===== config.mk =====
export PLATFORM = sky130hd
export DESIGN_NAME = exec_sequencer
export DESIGN_NICKNAME = d
export VERILOG_FILES = /design/src/rtl/exec_pkg.sv /design/src/rtl/exec_sequencer_reg_file.sv /design/src/rtl/exec_sequencer.sv
export SDC_FILE = /design/constraint.sdc
export NUM_CORES = 2
export LEC_CHECK = 0
export BUFFER_PORTS_ARGS = -buffer_cell sky130_fd_sc_hd__buf_4
export CAP_MARGIN = 20
export CORE_UTILIZATION = 35
export CTS_CLUSTER_SIZE = 24
export DETAILED_ROUTE_END_ITERATION = 10
export HOLD_SLACK_MARGIN = 0.08
export PLACE_DENSITY = 0.55
export REMOVE_ABC_BUFFERS = 1
export SLEW_MARGIN = 40
export SYNTH_ARGS = -nofsm -noshare
export SYNTH_HDL_FRONTEND = slang
export SYNTH_SLANG_ARGS = --single-unit

===== constraint.sdc =====
create_clock -name clk -period 2.5 [get_ports clk]
set_input_delay 0.25 -clock clk [delete_from_list [all_inputs] [get_ports clk]]
set_output_delay 0.25 -clock clk [all_outputs]
set_load 0.05 [all_outputs]

===== src/rtl/exec_pkg.sv =====
// exec_pkg: shared types and constants for the execute sequencer.
// Holds the FSM state encoding, supported opcodes and ALU operation codes.
// No ports; imported by exec_sequencer and reg_file.
`timescale 1ns/1ps
package exec_pkg;

  typedef enum logic [1:0] {IDLE, DECODE, EXEC, WB} state_t;

  localparam logic [6:0] OP_RTYPE = 7'b0110011;
  localparam logic [6:0] OP_ITYPE = 7'b0010011;

  localparam logic [2:0] ALU_AND = 3'b000;
  localparam logic [2:0] ALU_OR  = 3'b001;
  localparam logic [2:0] ALU_XOR = 3'b010;
  localparam logic [2:0] ALU_ADD = 3'b011;
  localparam logic [2:0] ALU_SUB = 3'b100;
  localparam logic [2:0] ALU_SLL = 3'b101;
  localparam logic [2:0] ALU_SRL = 3'b110;
  localparam logic [2:0] ALU_SRA = 3'b111;

  // Shift ops only consume the low five bits of operand B.
  function automatic logic is_shift(input logic [2:0] op);
    return (op == ALU_SLL) || (op == ALU_SRL) || (op == ALU_SRA);
  endfunction

endpackage


===== src/rtl/exec_sequencer_reg_file.sv =====
// reg_file: NREGS x 32 register file, register 0 hardwired to zero.
// Latency: reads are combinational; a write is visible the cycle after we.
// Backpressure: none, write port always accepts.
// Ports: clk/rst_n (async clear of all entries), ra1/rd1 and ra2/rd2 operand
// read ports, dbg_addr/dbg_data debug read port, we/wa/wd write port.
`timescale 1ns/1ps
module reg_file
  import exec_pkg::*;
#(
  parameter int NREGS = 32,
  parameter int AW    = $clog2(NREGS)
) (
  input  logic          clk,
  input  logic          rst_n,
  input  logic [AW-1:0] ra1,
  output logic [31:0]   rd1,
  input  logic [AW-1:0] ra2,
  output logic [31:0]   rd2,
  input  logic [AW-1:0] dbg_addr,
  output logic [31:0]   dbg_data,
  input  logic          we,
  input  logic [AW-1:0] wa,
  input  logic [31:0]   wd
);

  logic [31:0] mem [NREGS];

  always_ff @(posedge clk or negedge rst_n) begin
    if (!rst_n) begin
      for (int i = 0; i < NREGS; i++) mem[i] <= '0;
    end else if (we && (wa != '0)) begin
      mem[wa] <= wd;
    end
  end

  // Entry 0 is never written, but force the read anyway so x0 is zero by
  // construction rather than by relying on the write guard.
  assign rd1      = (ra1 == '0)      ? '0 : mem[ra1];
  assign rd2      = (ra2 == '0)      ? '0 : mem[ra2];
  assign dbg_data = (dbg_addr == '0) ? '0 : mem[dbg_addr];

endmodule


===== src/rtl/exec_sequencer.sv =====
// exec_sequencer: multi-cycle execute controller feeding an external ALU.
// Latency: accept -> done in 3 cycles (2 for illegal opcodes); 1 instr per 4.
// Backpressure: instr_ready is high only in IDLE; valid without ready ignored.
// Ports: instr_valid/instr_ready/instr upstream handshake; alu_a/alu_b/
// alu_ctrl out to ALU, alu_result/alu_zero back; done/result/zero/illegal
// retirement status; dbg_addr/dbg_data combinational register peek.
`timescale 1ns/1ps
module exec_sequencer
  import exec_pkg::*;
#(
  parameter int NREGS = 32
) (
  input  logic                     clk,
  input  logic                     rst_n,
  input  logic                     instr_valid,
  output logic                     instr_ready,
  input  logic [31:0]              instr,
  output logic [31:0]              alu_a,
  output logic [31:0]              alu_b,
  output logic [2:0]               alu_ctrl,
  input  logic [31:0]              alu_result,
  input  logic                     alu_zero,
  output logic                     done,
  output logic [31:0]              result,
  output logic                     zero,
  output logic                     illegal,
  input  logic [$clog2(NREGS)-1:0] dbg_addr,
  output logic [31:0]              dbg_data
);

  localparam int AW = $clog2(NREGS);

  state_t      state;
  logic [31:0] ir;

  logic [6:0]    opcode;
  logic [AW-1:0] rd, rs1, rs2;
  logic [2:0]    op;
  logic [31:0]   rs1_data, rs2_data, b_raw, b_val;
  logic          legal, reg_we;

  assign opcode = ir[6:0];
  assign rd     = ir[7 +: AW];
  assign op     = ir[14:12];
  assign rs1    = ir[15 +: AW];
  assign rs2    = ir[20 +: AW];

  assign legal = (opcode == OP_RTYPE) || (opcode == OP_ITYPE);
  assign b_raw = (opcode == OP_RTYPE) ? rs2_data : {{20{ir[31]}}, ir[31:20]};
  assign b_val = is_shift(op) ? {27'b0, b_raw[4:0]} : b_raw;

  // result already holds the captured ALU value during WB, so it doubles as
  // the write-back data.
  assign reg_we      = (state == WB) && !illegal;
  assign instr_ready = (state == IDLE);

  reg_file #(.NREGS(NREGS)) u_reg_file (
    .clk      (clk),
    .rst_n    (rst_n),
    .ra1      (rs1),
    .rd1      (rs1_data),
    .ra2      (rs2),
    .rd2      (rs2_data),
    .dbg_addr (dbg_addr),
    .dbg_data (dbg_data),
    .we       (reg_we),
    .wa       (rd),
    .wd       (result)
  );

  always_ff @(posedge clk or negedge rst_n) begin
    if (!rst_n) begin
      state    <= IDLE;
      ir       <= '0;
      alu_a    <= '0;
      alu_b    <= '0;
      alu_ctrl <= '0;
      done     <= 1'b0;
      result   <= '0;
      zero     <= 1'b0;
      illegal  <= 1'b0;
    end else begin
      done <= 1'b0;
      case (state)
        IDLE: begin
          if (instr_valid) begin
            ir    <= instr;
            state <= DECODE;
          end
        end
        DECODE: begin
          alu_a    <= rs1_data;
          alu_b    <= b_val;
          alu_ctrl <= op;
          if (legal) begin
            state <= EXEC;
          end else begin
            // Skip EXEC: result/zero keep their previous values.
            illegal <= 1'b1;
            done    <= 1'b1;
            state   <= WB;
          end
        end
        EXEC: begin
          result  <= alu_result;
          zero    <= alu_zero;
          illegal <= 1'b0;
          done    <= 1'b1;
          state   <= WB;
        end
        WB: begin
          state <= IDLE;
        end
        default: state <= IDLE;
      endcase
    end
  end

endmodule


---- After elaboration in Yosys (flattened, before gate mapping) ----
Cells that the tools add are included.
storage, ports and cells
  register bits ........................... 1160
  input port bits ......................... 73
  output and inout bits ................... 135
  word-level logic and storage cells ...... 99
cells by class
  magnitude comparators ................... 5
  equality and inequality tests ........... 10
  multiplexer cells ....................... 24
  bitwise operators ....................... 4
  reductions and logical operators ........ 15
operators with widths
  kind                                                                   count
  1024-bit bitwise mux                                                   1
  32-bit binary-select mux with 5-bit select                             3
  32-bit two-way mux                                                     12
  32-bit demux with 5-bit select                                         1
  6-bit >= comparator (second input constant)                            4
  5-bit NOT with 6-bit output                                            4
  5-bit logical NOT                                                      3
  3-bit == test (second input constant)                                  3
  2-bit case mux with 4 select lines                                     1
  7-bit by 5-bit == test with 1-bit output (second input constant)       1
  7-bit by 6-bit == test with 1-bit output (second input constant)       1
  6-bit by 1-bit < comparator with 1-bit output (second input constant)  1
  5-bit nonzero test                                                     1
  2-bit == test (second input constant)                                  2
  2-bit inequality test (second input constant)                          2
  1-bit case mux with 2 select lines                                     2
  2-bit AND reduction                                                    2
  1-bit logical AND                                                      3
  1-bit logical OR                                                       3
  1-bit two-way mux                                                      3
  2-bit by 1-bit == test with 1-bit output (second input constant)       1
  2-bit logical NOT                                                      1
  2-bit two-way mux                                                      1
  2-bit nonzero test                                                     1
  1-bit logical NOT                                                      1

---- Longest topological paths before layout ----
  depth after elaboration ................. 7
  gate-level depth with buffers ........... 9
  depth with buffers taken out ............ 6

---- By module ----
From an unflattened synthesis, not the netlist that was laid out.
unflattened totals
  cells, all modules ...................... 4602
  area, all modules ....................... 67837.6 µm²
by module, submodules not included
  module          instances  cells an instance  area each (µm²)  seq. area each (µm²)
  reg_file        1          4202               62307.3          25624.6
  exec_sequencer  1          400                5530.3           3403.3

---- Worst setup path before layout ----
No wires, ideal clock.
  path type ............................... input -> output
  start ................................... input dbg_addr[0]
  end ..................................... output dbg_data[0]
  arrival time ............................ 2.794 ns
  required time ........................... 2.250 ns
  slack ................................... -0.544 ns
  stages .................................. 9
  buffers on the path ..................... 5
  path through ............................ buf_2 buf_4 buf_4 buf_4 buf_4 mux2i_1 o22ai_1 a211oi_1 a221oi_1
between the ends
  longest elaborated chain between the ends .. 5
  elaborated cells on any way between the ends .. 6
ends and longest elaborated chain
  item                                                    RTL line                       text
  start: declaration                                      exec_sequencer.sv:27           input logic [$clog2(NREGS)-1:0] dbg_addr,
  5-bit NOT with 6-bit output (not written as such)       exec_sequencer_reg_file.sv:40  assign dbg_data = (dbg_addr == '0) ? '0 : mem[dbg_addr];
  32-bit binary-select mux with 5-bit select              exec_sequencer_reg_file.sv:40
  32-bit two-way mux (not written as such) (2 in series)  exec_sequencer_reg_file.sv:40
  32-bit two-way mux (*)                                  exec_sequencer_reg_file.sv:40
  end: declaration                                        exec_sequencer.sv:28           output logic [31:0] dbg_data
Mark *: on every way between the ends. The rest lies on a longest branch, timed or not. The select of a mux whose other input is x is not followed.

---- Final worst setup path ----
  start ................................... register u_reg_file.mem[175] in the netlist's numbering
  end ..................................... output dbg_data[15]
between the ends
  longest elaborated chain between the ends .. 4
ends and longest elaborated chain
  item                                                    RTL line                       text
  start: declaration                                      exec_sequencer_reg_file.sv:26  logic [31:0] mem [NREGS];
  start signal: indexed assignment                        exec_sequencer_reg_file.sv:32  mem[wa] <= wd;
  32-bit binary-select mux with 5-bit select              exec_sequencer_reg_file.sv:40
  32-bit two-way mux (not written as such) (2 in series)  exec_sequencer_reg_file.sv:40
  32-bit two-way mux                                      exec_sequencer_reg_file.sv:40
No other way between the ends. The select of a mux whose other input is x is not followed.

==> run metrics <==
worst vdd ir=0.000825 V; WP data arrival=2.67 ns; RSZ-0062 raised after global routing=true; Core Rows=160; CP Max Fanout=4; Worst Path Required=2.25 ns; final worst slack=-0.418 ns; Total Wirelength=250000 um; met3 wire length=17600 um; Final ANT Viol Nets=0; routed wl met2=118000 um; post-synthesis mux area share=47.3%; worst path bufs/invs=1; area grow syn2layout=23.8%; layout cells sized above 1=61.3%; slowest CP cell=mux4_2; post-synth cell types=57; synth top area cells=dfrtp_1 43%, mux4_2 25%, mux2_2 19%; clk buf depth=3; I/O pins=208; Post-synth top cells=1160 x dfrtp_1, 1109 x mux2_2, 746 x mux4_2; first-pass GRT wire length=360000 um; hpwl dp=161000 um; CP max stage delay=0.49 ns; GRT Total Usage=25.9%; met1 WL=104000 um; clk slew on worst S/H paths=0.06 ns; worst path cell trace=mux4_2, mux4_2, a22o_4, buf_6; initial drt markers=4580; Congestion Overflow GR=0; clk sink count=1160; pwr/cell area=1150 nW/um^2; Nets=4969; synthesized instance count=4392; largest net degree at the start of global routing=110; Worst Skew=0.0411 ns; P_leak=37.0 nW; area leader, netlist=dfrtp_1; synthesized area per cell=15.3 sq um; period utilization=117%; DRC errors left=0; Crit Path Class=reg -> out; WHS=0.205 ns; clock latency on the worst-skew pair=0.82 ns; Final min period=2.92 ns; CP startpoint kind=flop; Design Power=95.2 mW; vias in the first global route=47500; routed len/inst=33.3 um; DP Worst Slack=-0.359 ns; xor/xnor share of the synthesized area=0%; Seq cells post-synth=1160; endpoints failing hold=0; Via Count=46500; Cell Area, Synth=67000 sq um; Slew Viols, Final=0; Die Wd=440 um; fmax=343 MHz; simple-gate share of the synthesized area=1.72%; core area=190000 sq um; H-Tree Depth=4; CTS Root Cell=clkbuf_16; total of max-cap violations=0; area fraction of the dominant cell type after synthesis=43.3%; Worst Max-Slew Pin Slew=0.760 ns; kind of cell adding the most delay to the critical path=multiplexers; initial antenna violation count=8; EDFF count, synth=0; Max Used Layer=met5; CTS tree=built; dominant combinational cell family by area after synthesis=multiplexers; Most Frequent Cell on Critical Path=mux4_2; DR vias/cell=6.19; complex-gate fraction of the synthesized area=4.17%; sequential fraction of the synthesis area=43.3%; Initial Util=35.2%; Synth async-reset ratio=100%; total iterations of the first detailed-routing run=7; HP Class=in -> reg; Top FF cell, synth=dfrtp_1; synthesis warning total=0; adder-cell area share of the yosys netlist=0.0747%; relative slew slack=49.4%; CTS Buf Count=144; DIE AREA=193000 sq um; Final GP Congestion=0.844; number of port buffers=207; top-count cell post-synth=dfrtp_1; CP endpoint kind=output port; setup TNS=-9.13 ns; Die H=440 um; status=complete, but fails checks; count of final setup violators=32; failing checks=setup timing
metrics by stage:
step                      cells  cell area [sq um]  utilization (%)
after floorplan            3871              64800                -
after global placement     7053              75400             39.6
after detailed placement   7054              75500             39.7
after CTS                  7485              82600             43.4
after global routing       7516              83000             43.6
final                      7519              83000             43.6
worst reg2reg max path, cell delays in order, from the launching register on:
cell	delay (ns)
dfrtp_4	0.45
buf_12	0.17
buf_12	0.18
buf_4	0.23
mux4_2	0.53
mux2i_1	0.26
o221ai_1	0.18
a21oi_1	0.24
o2bb2ai_1	0.09
area by class of cell:
class / instances / area [sq um]
antenna: 4 / 10.0
clock buffer: 207 / 4240
clock inverter: 51 / 624
fill: 17000 / 107000
inverter: 15 / 58.8
multi-input combinational: 2696 / 36800
sequential: 1160 / 29100
tap: 2511 / 3140
timing repair buffer: 875 / 9000
worst paths after layout:
| kind | startpoint | endpoint | slack (ns) | depth (start not counted) |
|---|---|---|---|---|
| worst max-delay path | u_reg_file.mem[175] | dbg_data[15] | -0.42 | 4 |
| max in group asynchronous | rst_n | u_reg_file.mem[496] | 1.48 | 4 |
| worst min register to register | u_reg_file.mem[1010] | u_reg_file.mem[1010] | 0.42 | 0 |
| worst max register to register | ir[20] | alu_b[18] | 0.03 | 8 |
| worst min-delay path | alu_result[4] | result[4] | 0.21 | 3 |
| min in group asynchronous | rst_n | u_reg_file.mem[283] | 0.23 | 3 |
metal layers:
layer,vias to the layer above,track usage (%)
met5,-,0
met4,6,10.9
met3,529,4.87
met2,2054,40.7
met1,25400,35.0
li1,18600,-
report_power, final:
part | switching [mW] | total [mW] | internal (mW)
combinational | 20.6 | 41.9 | 21.3
clock | 8.78 | 21.6 | 12.9
sequential | 7.35 | 31.7 | 24.3
logic make-up after synthesis:
family                     count (synthesis)
buffers and inverters                    536
muxes                                   2098
DFF                                     1160
and+or+nand+nor                          222
AOI/OAI and AO/OA                        372
adders and majority gates                  4
repair_timing:
action / CTS / global route
endpoints found under the hold margin: 1207 / 0
hold buffers: 68 / 0
pin swaps: 32 / 11
endpoints found under the setup margin: 53 / 169
buffers inserted: 112 / 29
gates cloned: 0 / 1
gates resized for setup: 148 / 28
cell usage in the layout, fill, tap and decap left out, types with 31 or more instances in the layout:
| cell type | synthesis | routed |
|---|---|---|
| dfrtp_1 | 1160 | 1126 |
| mux2_2 | 1109 | 1095 |
| mux4_2 | 746 | 746 |
| buf_4 | 24 | 601 |
| mux2i_1 | 242 | 242 |
| buf_12 | 0 | 166 |
| clkbuf_16 | 0 | 148 |
| o22ai_1 | 79 | 76 |
| dlygate4sd3_1 | 0 | 67 |
| nand2_1 | 73 | 57 |
| o221ai_1 | 42 | 42 |
| a21oi_1 | 54 | 41 |
| a22o_1 | 37 | 36 |
| clkbuf_8 | 0 | 34 |
| buf_6 | 6 | 33 |
| a221o_1 | 32 | 32 |
| nor2b_1 | 34 | 31 |
sequential cells by signal, summed over array words and instances (netlist names):
signal	flops
u_reg_file.mem	1024
alu_a	32
alu_b	32
ir	32
result	32
alu_ctrl	3
state	2
done	1
illegal	1
zero	1
(Power assumes the default switching activity.)
